### config.mk
export PLATFORM = sky130hd
export DESIGN_NAME = scan_serdes_flat
export DESIGN_NICKNAME = d
export VERILOG_FILES = /design/src/rtl/scan_serdes_if.sv /design/src/rtl/scan_serdes.sv /design/src/flat_wrapper.sv
export SDC_FILE = /design/constraint.sdc
export NUM_CORES = 1
export LEC_CHECK = 0
export ABC_AREA = 1
export CAP_MARGIN = 40
export CORE_MARGIN = 3
export CORE_UTILIZATION = 25
export DETAILED_ROUTE_END_ITERATION = 10
export PLACE_DENSITY = 0.41
export SLEW_MARGIN = 20
export SYNTH_ARGS = -nofsm -noshare
export SYNTH_HDL_FRONTEND = slang
export SYNTH_SLANG_ARGS = --single-unit
### constraint.sdc
create_clock -name clk -period 33.6 [get_ports clk]
set_input_delay 6.72 -clock clk [delete_from_list [all_inputs] [get_ports clk]]
set_output_delay 6.72 -clock clk [all_outputs]
set_load 0.1 [all_outputs]
### src/rtl/scan_serdes_if.sv
// Scan port bundle: serial si/so streams, parallel core scan words and controller gating.
// slave is the serdes view, master is the chip-side and core-side view.
interface scan_serdes_if #(
  parameter int DATA_W = 128,
  parameter int SER_W  = 1
);
  logic              enable_scan_in;
  logic              enable_scan_out;
  logic [SER_W-1:0]  si_data;
  logic              si_valid;
  logic              si_ready;
  logic [DATA_W-1:0] scan_in_bus;
  logic              scan_in_load;
  logic [DATA_W-1:0] scan_out_bus;
  logic              capture;
  logic [SER_W-1:0]  so_data;
  logic              so_valid;
  logic              so_ready;
  logic              busy;
  logic              conflict;

  modport slave (
    input  enable_scan_in, enable_scan_out, si_data, si_valid, scan_out_bus, capture, so_ready,
    output si_ready, scan_in_bus, scan_in_load, so_data, so_valid, busy, conflict
  );

  modport master (
    output enable_scan_in, enable_scan_out, si_data, si_valid, scan_out_bus, capture, so_ready,
    input  si_ready, scan_in_bus, scan_in_load, so_data, so_valid, busy, conflict
  );
endinterface

### src/rtl/scan_serdes.sv
// Serial<->parallel scan bridge: scan_in_load/scan_in_bus one cycle after the last si beat.
// si stalls on si_valid low, so holds on so_ready low; dropping the active enable aborts.
module scan_serdes #(
  parameter int DATA_W = 128,
  parameter int SER_W  = 1
) (
  input  logic          clk,
  input  logic          reset_n,
  scan_serdes_if.slave  sif
);
  localparam int BEATS = DATA_W / SER_W;
  localparam int CNT_W = $clog2(BEATS + 1);

  localparam logic [2:0] IDLE      = 3'd0;
  localparam logic [2:0] SHIFT_IN  = 3'd1;
  localparam logic [2:0] LOAD      = 3'd2;
  localparam logic [2:0] CAPTURE   = 3'd3;
  localparam logic [2:0] SHIFT_OUT = 3'd4;

  logic [2:0]        state;
  logic [CNT_W-1:0]  cnt;
  logic [DATA_W-1:0] shreg;
  logic [DATA_W-1:0] capreg;
  logic [DATA_W-1:0] in_bus;
  logic [DATA_W-1:0] shreg_nxt;
  logic              conflict_q;
  logic              en_in;
  logic              en_out;
  logic              si_fire;
  logic              so_fire;
  logic              last_beat;

  assign en_in     = sif.enable_scan_in;
  assign en_out    = sif.enable_scan_out;
  assign si_fire   = sif.si_valid & sif.si_ready;
  assign so_fire   = sif.so_valid & sif.so_ready;
  assign last_beat = (cnt == CNT_W'(BEATS - 1));
  assign shreg_nxt = (shreg << SER_W) | DATA_W'(sif.si_data);

  // si_ready is gated by reset so the pin drops immediately, not just after the state clears;
  // it is also withheld while both enables are high so no beat is accepted into an abort.
  assign sif.si_ready     = ~reset_n & en_in & ~en_out & ((state == IDLE) | (state == SHIFT_IN));
  assign sif.so_valid     = (state == SHIFT_OUT);
  assign sif.so_data      = sif.so_valid ? capreg[DATA_W-1 -: SER_W] : '0;
  assign sif.scan_in_load = (state == LOAD);
  assign sif.scan_in_bus  = in_bus;
  assign sif.busy         = (state != IDLE);
  assign sif.conflict     = conflict_q;

  always_ff @(posedge clk or posedge reset_n) begin
    if (reset_n) begin
      state      <= IDLE;
      cnt        <= '0;
      shreg      <= '0;
      capreg     <= '0;
      in_bus     <= '0;
      conflict_q <= 1'b0;
    end else begin
      if (en_in & en_out)
        conflict_q <= 1'b1;

      case (state)
        IDLE: begin
          cnt <= '0;
          if (si_fire) begin
            shreg <= shreg_nxt;
            if (last_beat) begin
              in_bus <= shreg_nxt;
              state  <= LOAD;
            end else begin
              cnt   <= CNT_W'(1);
              state <= SHIFT_IN;
            end
          end else if (sif.capture & en_out & ~en_in) begin
            state <= CAPTURE;
          end
        end

        SHIFT_IN: begin
          if (~en_in | en_out) begin
            state <= IDLE;
            cnt   <= '0;
          end else if (si_fire) begin
            shreg <= shreg_nxt;
            // Holding register is written on the final beat so it is valid during LOAD.
            if (last_beat) begin
              in_bus <= shreg_nxt;
              cnt    <= '0;
              state  <= LOAD;
            end else begin
              cnt <= cnt + CNT_W'(1);
            end
          end
        end

        LOAD: begin
          cnt   <= '0;
          state <= IDLE;
        end

        CAPTURE: begin
          capreg <= sif.scan_out_bus;
          cnt    <= '0;
          state  <= SHIFT_OUT;
        end

        SHIFT_OUT: begin
          if (~en_out | en_in) begin
            state <= IDLE;
            cnt   <= '0;
          end else if (so_fire) begin
            capreg <= capreg << SER_W;
            if (last_beat) begin
              cnt   <= '0;
              state <= IDLE;
            end else begin
              cnt <= cnt + CNT_W'(1);
            end
          end
        end

        default: begin
          state <= IDLE;
          cnt   <= '0;
        end
      endcase
    end
  end
endmodule

### src/flat_wrapper.sv
// flat-port wrapper written by rule: the top's interface ports become plain ports
module scan_serdes_flat 
#(
  parameter int DATA_W = 128,
  parameter int SER_W  = 1
)
  (clk, reset_n, sif_enable_scan_in, sif_enable_scan_out, sif_si_data, sif_si_valid, sif_scan_out_bus, sif_capture, sif_so_ready, sif_si_ready, sif_scan_in_bus, sif_scan_in_load, sif_so_data, sif_so_valid, sif_busy, sif_conflict);
  scan_serdes_if #(.DATA_W(DATA_W), .SER_W(SER_W)) sif_i ();
  input  logic clk;
  input  logic reset_n;
  input wire logic [$bits(sif_i.enable_scan_in)-1:0] sif_enable_scan_in;
  input wire logic [$bits(sif_i.enable_scan_out)-1:0] sif_enable_scan_out;
  input wire logic [$bits(sif_i.si_data)-1:0] sif_si_data;
  input wire logic [$bits(sif_i.si_valid)-1:0] sif_si_valid;
  input wire logic [$bits(sif_i.scan_out_bus)-1:0] sif_scan_out_bus;
  input wire logic [$bits(sif_i.capture)-1:0] sif_capture;
  input wire logic [$bits(sif_i.so_ready)-1:0] sif_so_ready;
  output wire logic [$bits(sif_i.si_ready)-1:0] sif_si_ready;
  output wire logic [$bits(sif_i.scan_in_bus)-1:0] sif_scan_in_bus;
  output wire logic [$bits(sif_i.scan_in_load)-1:0] sif_scan_in_load;
  output wire logic [$bits(sif_i.so_data)-1:0] sif_so_data;
  output wire logic [$bits(sif_i.so_valid)-1:0] sif_so_valid;
  output wire logic [$bits(sif_i.busy)-1:0] sif_busy;
  output wire logic [$bits(sif_i.conflict)-1:0] sif_conflict;
  assign sif_i.enable_scan_in = sif_enable_scan_in;
  assign sif_i.enable_scan_out = sif_enable_scan_out;
  assign sif_i.si_data = sif_si_data;
  assign sif_i.si_valid = sif_si_valid;
  assign sif_i.scan_out_bus = sif_scan_out_bus;
  assign sif_i.capture = sif_capture;
  assign sif_i.so_ready = sif_so_ready;
  assign sif_si_ready = sif_i.si_ready;
  assign sif_scan_in_bus = sif_i.scan_in_bus;
  assign sif_scan_in_load = sif_i.scan_in_load;
  assign sif_so_data = sif_i.so_data;
  assign sif_so_valid = sif_i.so_valid;
  assign sif_busy = sif_i.busy;
  assign sif_conflict = sif_i.conflict;
  scan_serdes #(.DATA_W(DATA_W), .SER_W(SER_W)) u_core (.clk(clk), .reset_n(reset_n), .sif(sif_i));
endmodule
Word level (Yosys, flattened, before mapping)
Cells that the tools add are included.
- add/subtract/negate cells: 1
- eq/ne operators: 13
- muxes and demuxes: 29
- bitwise logic cells: 15
- reduce and logical (&&, ||, !) cells: 8
- operators by type and width (operator ; count):
    128-bit two-way mux ; 7
    128-bit case mux with 2 select lines ; 3
    128-bit by 1-bit OR with 128-bit output ; 1
    8-bit two-way mux ; 6
    3-bit two-way mux ; 8
    8-bit case mux with 3 select lines ; 1
    3-bit case mux with 4 select lines ; 1
    3-bit by 2-bit inequality test with 1-bit output (second input constant) ; 3
    8-bit by 1-bit adder with 8-bit output (second input constant) ; 1
    1-bit AND ; 8
    8-bit by 7-bit equality test with 1-bit output (second input constant) ; 1
    3-bit by 2-bit equality test with 1-bit output (second input constant) ; 2
    2-bit inequality test (second input constant) ; 3
    3-bit inequality test (second input constant) ; 2
    5-bit AND reduction ; 1
    2-bit AND reduction ; 2
    2-bit nonzero test ; 2
    3-bit by 1-bit equality test with 1-bit output (second input constant) ; 1
    3-bit equality test (second input constant) ; 1
    3-bit logical NOT ; 1
    1-bit inverter ; 3
    1-bit OR ; 3
    3-bit AND reduction ; 1
    3-bit nonzero test ; 1
    2 further kinds ; 3
- flip-flop bits (word level): 396
- input bits: 136
- output and inout port bits: 134
- logic and storage cells: 72

Depth between registers and ports, before layout
Gate-level depths: netlist of the first run.
- depth in word-level cells: 8
- gate-level depth with buffers: 11

Least setup slack after synthesis of the first run
No wires, ideal clock.
- kind: input to output
- start: input port sif_enable_scan_out
- end: output port sif_si_ready
- data arrival time: 7739 ps
- required time: 26880 ps
- setup slack: 19141 ps
- cell stages on the path: 4
- path buffers: 0
- cells stage by stage: inv_1 > nand2_1 > nor2_1 > and2_1
- word-level cells in the longest chain between the ends: 3
- ends and longest elaborated chain (item ; RTL line ; RTL):
    start: declaration ; flat_wrapper.sv:12 ; input wire logic [$bits(sif_i.enable_scan_out)-1:0] sif_enable_scan_out;
    1-bit inverter ; scan_serdes.sv:42 ; assign sif.si_ready = ~reset_n & en_in & ~en_out & ((state == IDLE) | (state == SHIFT_IN));
    1-bit AND (2 in series) ; scan_serdes.sv:42 ;
    end: declaration ; flat_wrapper.sv:18 ; output wire logic [$bits(sif_i.si_ready)-1:0] sif_si_ready;
No other way between the ends.

Worst setup path in the final report of the first run
- start: input port sif_enable_scan_in
- end: output port sif_si_ready
- word-level cells in the longest chain between the ends: 3
- ends and longest elaborated chain (item ; RTL line ; RTL):
    start: declaration ; flat_wrapper.sv:11 ; input wire logic [$bits(sif_i.enable_scan_in)-1:0] sif_enable_scan_in;
    1-bit AND (3 in series) ; scan_serdes.sv:42 ;
No other way between the ends.

==> run summary, run 1 <==
clk slew on worst S/H paths -> 0.06 ns
CTS tree -> built
clock sinks -> 395
Clock Path Buffers -> 3
FP Rows -> 93
CP startpoint -> sif_enable_scan_in
P_sw -> 0.4859 mW
DRC Markers -> 0
number of buffers created by CTS -> 47
fin. max-slew vios -> 0
post-route ant nets -> 0
antenna violations before repair -> 7
Slew headroom -> 16.10%
Combinational Power Share -> 22.9%
crit-path max FO -> 3
DRT Wirelength -> 44470 um
Achievable Freq -> 65.90 MHz
post-DP HPWL -> 28130 um
FF-to-FF Start -> u_core.state[0]
Metal-1 WL -> 21410 um
met3 wire len -> 3356 um
# Post-CTS Setup Buffers -> 0
sequential area share after synthesis -> 60.50%
# port buffers -> 269
Critical Path AT -> 8.46 ns
Clock power frac -> 32.9%
post-route insts no fill -> 3037
top post-synthesis cells by count -> 395 x dfrtp_1, 358 x nand2_1, 214 x inv_1
drt wl/cell -> 14.64 um
R2R depth -> 11
hold crit path type -> reg -> reg
Setup crit end kind -> output port
first-pass GRT wire length -> 72280 um
Starting Density -> 25.30%
detailed-router iteration count before antenna repair -> 5
WL met2 -> 18860 um
syn avg cell area -> 9.147 um^2
vias per std cell -> 4.282
CP most frequent cell -> clkdlybuf4s50_1
initial DRC count -> 785
routed via count -> 13003
worst endpoint required time -> 26.88 ns
async set-or-reset flop fraction in the synthesized netlist -> 100.0%
Sw Ratio -> 31.85%
crit-path cells -> clkdlybuf4s50_1 > nand2_1 > nor2_1 > and2_1 > clkdlybuf4s50_1 > buf_8
All-Layer GR Usage -> 13.05%
Worst R2R Setup Slack -> 30.13 ns
Synth top area share -> 60.50%
Chip Width -> 261.6 um
Max Used Layer -> met5
die area -> 68450 um^2
placed cells -> 2945
largest net degree at the start of global routing -> 260
Core ar. -> 64580 um^2
outcome -> finished clean
max-cap violation count -> 0
H-tree depth -> 2
Worst setup SP type -> input port
# resized after CTS -> 0
GRT overflow -> 0
area growth from synthesis to layout -> 45.51%
Slew @ Worst Pin -> 1.259 ns
crit path capture -> sif_si_ready
setup TNS -> 0 ns
clock root cell -> clkbuf_16
Leakage -> 10.86 nW
Worst R2R End -> u_core.capreg[75]
Max VDD drop -> 0.02673 mV
sequential share of power -> 44.2%
Worst path max stage delay -> 0.51 ns
layout cell share with drive strength beyond 1 -> 11.02%
P_int -> 1.039 mW
skew final -> 0.02297 ns
die height -> 261.6 um
WHS -> 0.4839 ns
power per cell area -> 64.17 nW/um^2
WS Path Type -> in -> out
#FFs+latches synth -> 395
# setup viols final -> 0
CTS Hold Bufs -> 0
count leader, synth -> dfrtp_1
Final Hold Vio Count -> 0
final worst-path cycle share -> 45.16%
GP Congestion -> 0.7447
Mapped Area -> 16340 um^2
Synth Net Count -> 1923
Crit-path slowest cell -> clkdlybuf4s50_1
I/O pin count -> 270
area leader, netlist -> dfrtp_1
Cells after Synth -> 1786
RSZ-0062 raised after global routing -> no
synth warn -> 0
Fillers -> 6419
number of synthesized flops with an enable pin -> 0
Yosys cell types -> 28
top_reg_cell synth -> dfrtp_1
Area contributors post-synth -> dfrtp_1 61%, nand2_1 8.2%, o211ai_1 5.8%
NumNets Final -> 2278
Clock Latency Late Sink -> 0.58 ns
crit path time final -> 15.18 ns
vias in the first global route -> 13072
-- power by group through the flow --
stage | logic, mW | registers, mW | clock network (mW)
6_report | 0.349 | 0.674 | 0.503
5_1_grt | 0.408 | 0.690 | 0.548
4_1_cts | 0.356 | 0.674 | 0.527
3_5_place_dp | 0.354 | 0.681 | 0
3_3_place_gp | 0.332 | 0.680 | 0
2_1_floorplan | 0.268 | 0.670 | 0
-- layer usage --
layer | vias up | global-route usage, %
li1 | 6526 | -
met1 | 6119 | 18.84
met4 | 8 | 2.987
met3 | 62 | 3.826
met2 | 288 | 19.25
met5 | - | 0
-- per-stage QoR --
| stage | power [mW] | util [%] | area (um^2) | worst slack, ns |
|---|---|---|---|---|
| floorplan | 0.9378 | - | 16340 | 15.90 |
| global placement | 1.013 | 30.40 | 19640 | 18.05 |
| detailed placement | 1.035 | 34.35 | 22190 | 18.44 |
| CTS | 1.557 | 36.72 | 23710 | 18.42 |
| global route | 1.646 | 36.79 | 23760 | 18.30 |
| finish | 1.525 | 36.81 | 23770 | 18.42 |
-- critical path, delay by kind of cell --
family	cells	cell delay (ns)
AND/OR/NAND/NOR	3	0.53
buffers and inverters	3	1.21
-- cell usage in the layout (no fill, tap or decap), types with 2 or more instances in the layout --
master | Yosys | final
o21ai_0 | 105 | 105
clkbuf_16 | 0 | 48
clkbuf_1 | 30 | 17
o21ai_1 | 158 | 158
dfrtp_1 | 395 | 395
nand4_1 | 6 | 6
nand3_1 | 10 | 10
clkinv_2 | 0 | 6
clkdlybuf4s50_1 | 0 | 269
diode_2 | 0 | 4
nand2_2 | 2 | 2
buf_12 | 0 | 7
o211ai_1 | 127 | 127
nor2_2 | 2 | 2
nor2_4 | 2 | 2
a21oi_1 | 130 | 130
inv_1 | 214 | 213
inv_2 | 4 | 4
clkbuf_8 | 0 | 10
nand2_1 | 358 | 358
nor2_1 | 146 | 146
buf_8 | 0 | 104
buf_16 | 0 | 34
buf_4 | 12 | 11
-- cell type report --
class                           instances  area [um^2]  area share (%)
Antenna cell                            4        10.01         0.04211
Clock buffer                           75         1403           5.900
Clock inverter                         11        126.4          0.5316
Inverter                              218        825.8           3.474
Multi-Input combinational cell       1054         5040           21.20
Sequential cell                       395         9884           41.58
Tap cell                              855         1070           4.500
Timing Repair Buffer                  425         5413           22.77
-- worst min-delay path by stage --
| stage | startpoint | end | slack, ns | depth (start not counted) |
|---|---|---|---|---|
| 2_1_floorplan | u_core.shreg[126] | u_core.sif.scan_in_bus[127] | 0.45 | 2 |
| 3_3_place_gp | u_core.shreg[126] | u_core.sif.scan_in_bus[127] | 0.46 | 2 |
| 3_5_place_dp | u_core.shreg[126] | u_core.sif.scan_in_bus[127] | 0.47 | 2 |
| 4_1_cts | u_core.shreg[126] | u_core.sif.scan_in_bus[127] | 0.48 | 2 |
| 5_1_grt | u_core.shreg[6] | u_core.shreg[6] | 0.51 | 2 |
| 6_report | u_core.shreg[8] | u_core.shreg[8] | 0.48 | 2 |
-- sequential cells by signal, summed over array words and instances, names as in the netlist --
name and count:
u_core.sif.conflict 1, u_core.state 3, u_core.cnt 8, u_core.sif.scan_in_bus 128, u_core.shreg 127, u_core.capreg 128
-- logic make-up (layout without fill, tap and decap cells) --
kind of cell | after synthesis | after routing | share of synthesized area (%)
other | 0 | 4 | 0
buffers and inverters | 337 | 729 | 8.739
AND/OR/NAND/NOR | 531 | 531 | 12.71
flip-flops | 395 | 395 | 60.50
AO/OA/AOI/OAI | 522 | 522 | 17.97
adder cells (fa/ha/maj) | 1 | 1 | 0.07658
(Power assumes the default switching activity.)
==> inputs of run 2 (changes only) <==
==> constraint.sdc (replaced) <==
create_clock -name clk -period 15.4 [get_ports clk]
set_input_delay 3.08 -clock clk [delete_from_list [all_inputs] [get_ports clk]]
set_output_delay 3.08 -clock clk [all_outputs]
set_load 0.1 [all_outputs]
==> run 2 against run 1 <==
Against the previous run: sequential power increased by 120%; via count rose by 1.4%; final cell count hardly changed; global-route usage hardly changed; clock power grew 130%; hold slack worse by 0.0035 ns; largest power group unchanged; highest routed layer unchanged.
==> run summary, run 2 (same netlist as run 1, synthesis figures left out) <==
outcome -> finished clean
vias per std cell -> 4.342 (+1.4%)
FF-to-FF Start -> u_core.state[0]
Chip Width -> 261.6 um (unchanged)
# setup viols final -> 0 (unchanged)
hold crit path type -> reg -> reg
Metal-1 WL -> 21950 um (+2.5%)
routed via count -> 13183 (+1.4%)
Critical Path AT -> 4.80 ns (-3.66 ns)
area growth from synthesis to layout -> 46.63%
final core occ -> 37.09% (+0.28 points)
register area -> 9884 um^2 (unchanged)
vias in the first global route -> 13424 (+2.7%)
initial DRC count -> 833 (+6.1%)
All-Layer GR Usage -> 13.08% (+0.032 points)
Achievable Freq -> 126.8 MHz
worst endpoint required time -> 12.32 ns (-14.56 ns)
GRT overflow -> 0 (unchanged)
R2R depth -> 11 (unchanged)
Slew headroom -> 23.51% (+7.4 points)
# resized after CTS -> 0 (unchanged)
CTS tree -> built
I/O pin count -> 270 (unchanged)
GP Congestion -> 0.7560 (+1.5%)
clock sinks -> 395 (unchanged)
met3 wire len -> 2744 um (-18%)
# Post-CTS Setup Buffers -> 0 (unchanged)
CP startpoint -> sif_enable_scan_in
Core ar. -> 64580 um^2 (unchanged)
RSZ-0062 raised after global routing -> no
Setup crit end kind -> output port
Final Hold Vio Count -> 0 (unchanged)
NumNets Final -> 2280 (+0.088%)
Max VDD drop -> 0.07086 mV (+170%)
skew final -> 0.02331 ns (+0.0003313 ns)
antenna violations before repair -> 3 (-4)
CTS Hold Bufs -> 0 (unchanged)
hold depth -> 2 (unchanged)
Fillers -> 6477 (+0.90%)
post-DP HPWL -> 27990 um (-0.51%)
final worst-path cycle share -> 51.20%
die area -> 68450 um^2 (unchanged)
H-tree depth -> 2 (unchanged)
crit-path cells -> clkdlybuf4s50_1 > nand2_1 > nor2_1 > and2_1 > clkdlybuf4s50_1 > buf_8
first-pass GRT wire length -> 72460 um (+0.26%)
Slew @ Worst Pin -> 1.147 ns (-0.1112 ns)
clock root cell -> clkbuf_16
power per cell area -> 142.4 nW/um^2 (+120%)
HP Start -> u_core.shreg[126]
Clock Path Buffers -> 3 (unchanged)
Starting Density -> 25.30% (unchanged)
crit-path max FO -> 3 (unchanged)
area of the multi-input gates -> 5040 um^2 (unchanged)
Crit-path slowest cell -> clkdlybuf4s50_1
DRT Wirelength -> 44740 um (+0.60%)
post-route ant nets -> 0 (unchanged)
layout cell share with drive strength beyond 1 -> 11.24% (+0.22 points)
drt wl/cell -> 14.74 um (+0.64%)
clk slew on worst S/H paths -> 0.06 ns (about the same)
Max Used Layer -> met5
setup TNS -> 0 ns (unchanged)
commonest non-fill, non-tap cell in the layout -> dfrtp_1
max-cap violation count -> 0 (unchanged)
Clock Latency Late Sink -> 0.58 ns (about the same)
detailed-router iteration count before antenna repair -> 5 (unchanged)
DRC Markers -> 0 (unchanged)
number of buffers created by CTS -> 48 (+2.1%)
largest net degree at the start of global routing -> 269 (+3.5%)
Leakage -> 10.95 nW (+0.83%)
Worst setup SP type -> input port
crit path time final -> 7.885 ns
# port buffers -> 269 (unchanged)
most frequent cells in the layout -> 395 x dfrtp_1, 358 x nand2_1, 269 x clkdlybuf4s50_1
fin. max-slew vios -> 0 (unchanged)
WL met2 -> 19320 um (+2.5%)
Worst path max stage delay -> 0.51 ns (about the same)
FP Rows -> 93 (unchanged)
CP most frequent cell -> clkdlybuf4s50_1
WS Path Type -> in -> out
die height -> 261.6 um (unchanged)
[run 2: cell types whose count changed in the layout (fill, tap and decap cells not counted), moves of 2 or more]
| cell | before | now |
|---|---|---|
| buf_8 | 104 | 101 |
| bufinv_16 | 1 | 4 |
| clkbuf_1 | 17 | 13 |
| clkbuf_8 | 10 | 15 |
| clkinv_2 | 6 | 3 |
| buf_12 | 7 | 4 |
| buf_16 | 34 | 40 |
| diode_2 | 4 | 2 |
[run 2: where the power goes]
group          switching (mW)  internal, mW  leakage (nW)
logic                   0.489         0.280          5.08
registers               0.123          1.35          5.06
clock network           0.453         0.716         0.808
total                    1.06          2.35          11.0
[run 2: through the flow]
step	setup WS (ns)	hold WS [ns]	power, mW	instances	instance area [um^2]
floorplan	1.337	0.4493	2.046	1786	16340
global placement	7.124	0.4625	2.209	2805	19640
detailed placement	7.517	0.4720	2.256	2943	22180
CTS	7.499	0.4882	3.468	3029	23830
global route	7.417	0.5058	3.672	3034	23950
finish	7.515	0.4804	3.410	3036	23960
[run 2: path summary, 6_finish.rpt]
path | slack (ns) | to
worst max-delay path | 7.52 | sif_si_ready
worst min-delay path | 0.48 | u_core.sif.scan_in_bus[127]
worst max register to register | 12.05 | u_core.capreg[26]
worst min register to register | 0.48 | u_core.sif.scan_in_bus[127]
max in group asynchronous | 10.53 | u_core.sif.scan_in_bus[83]
min in group asynchronous | 3.09 | u_core.capreg[110]
[run 2: worst max-delay path: cells and delay by family]
family	cells	cell delay [ns]
buffers and inverters	3	1.22
AND/OR/NAND/NOR	3	0.50
[run 2: area by class of cell]
class                   instances  area share [%]
clock buffers                  76           6.080
diodes                          2         0.02089
inverters                     218           3.447
multi-input cells            1054           21.04
repair buffers                426           22.88
flip-flops and latches        395           41.26
clock inverters                10          0.8096
well taps                     855           4.466
[run 2: routing by layer]
layer | up-vias | global-route usage [%]
met1 | 6318 | 18.82
met2 | 270 | 19.96
met3 | 55 | 3.122
li1 | 6536 | -
met4 | 4 | 2.895
met5 | - | 0
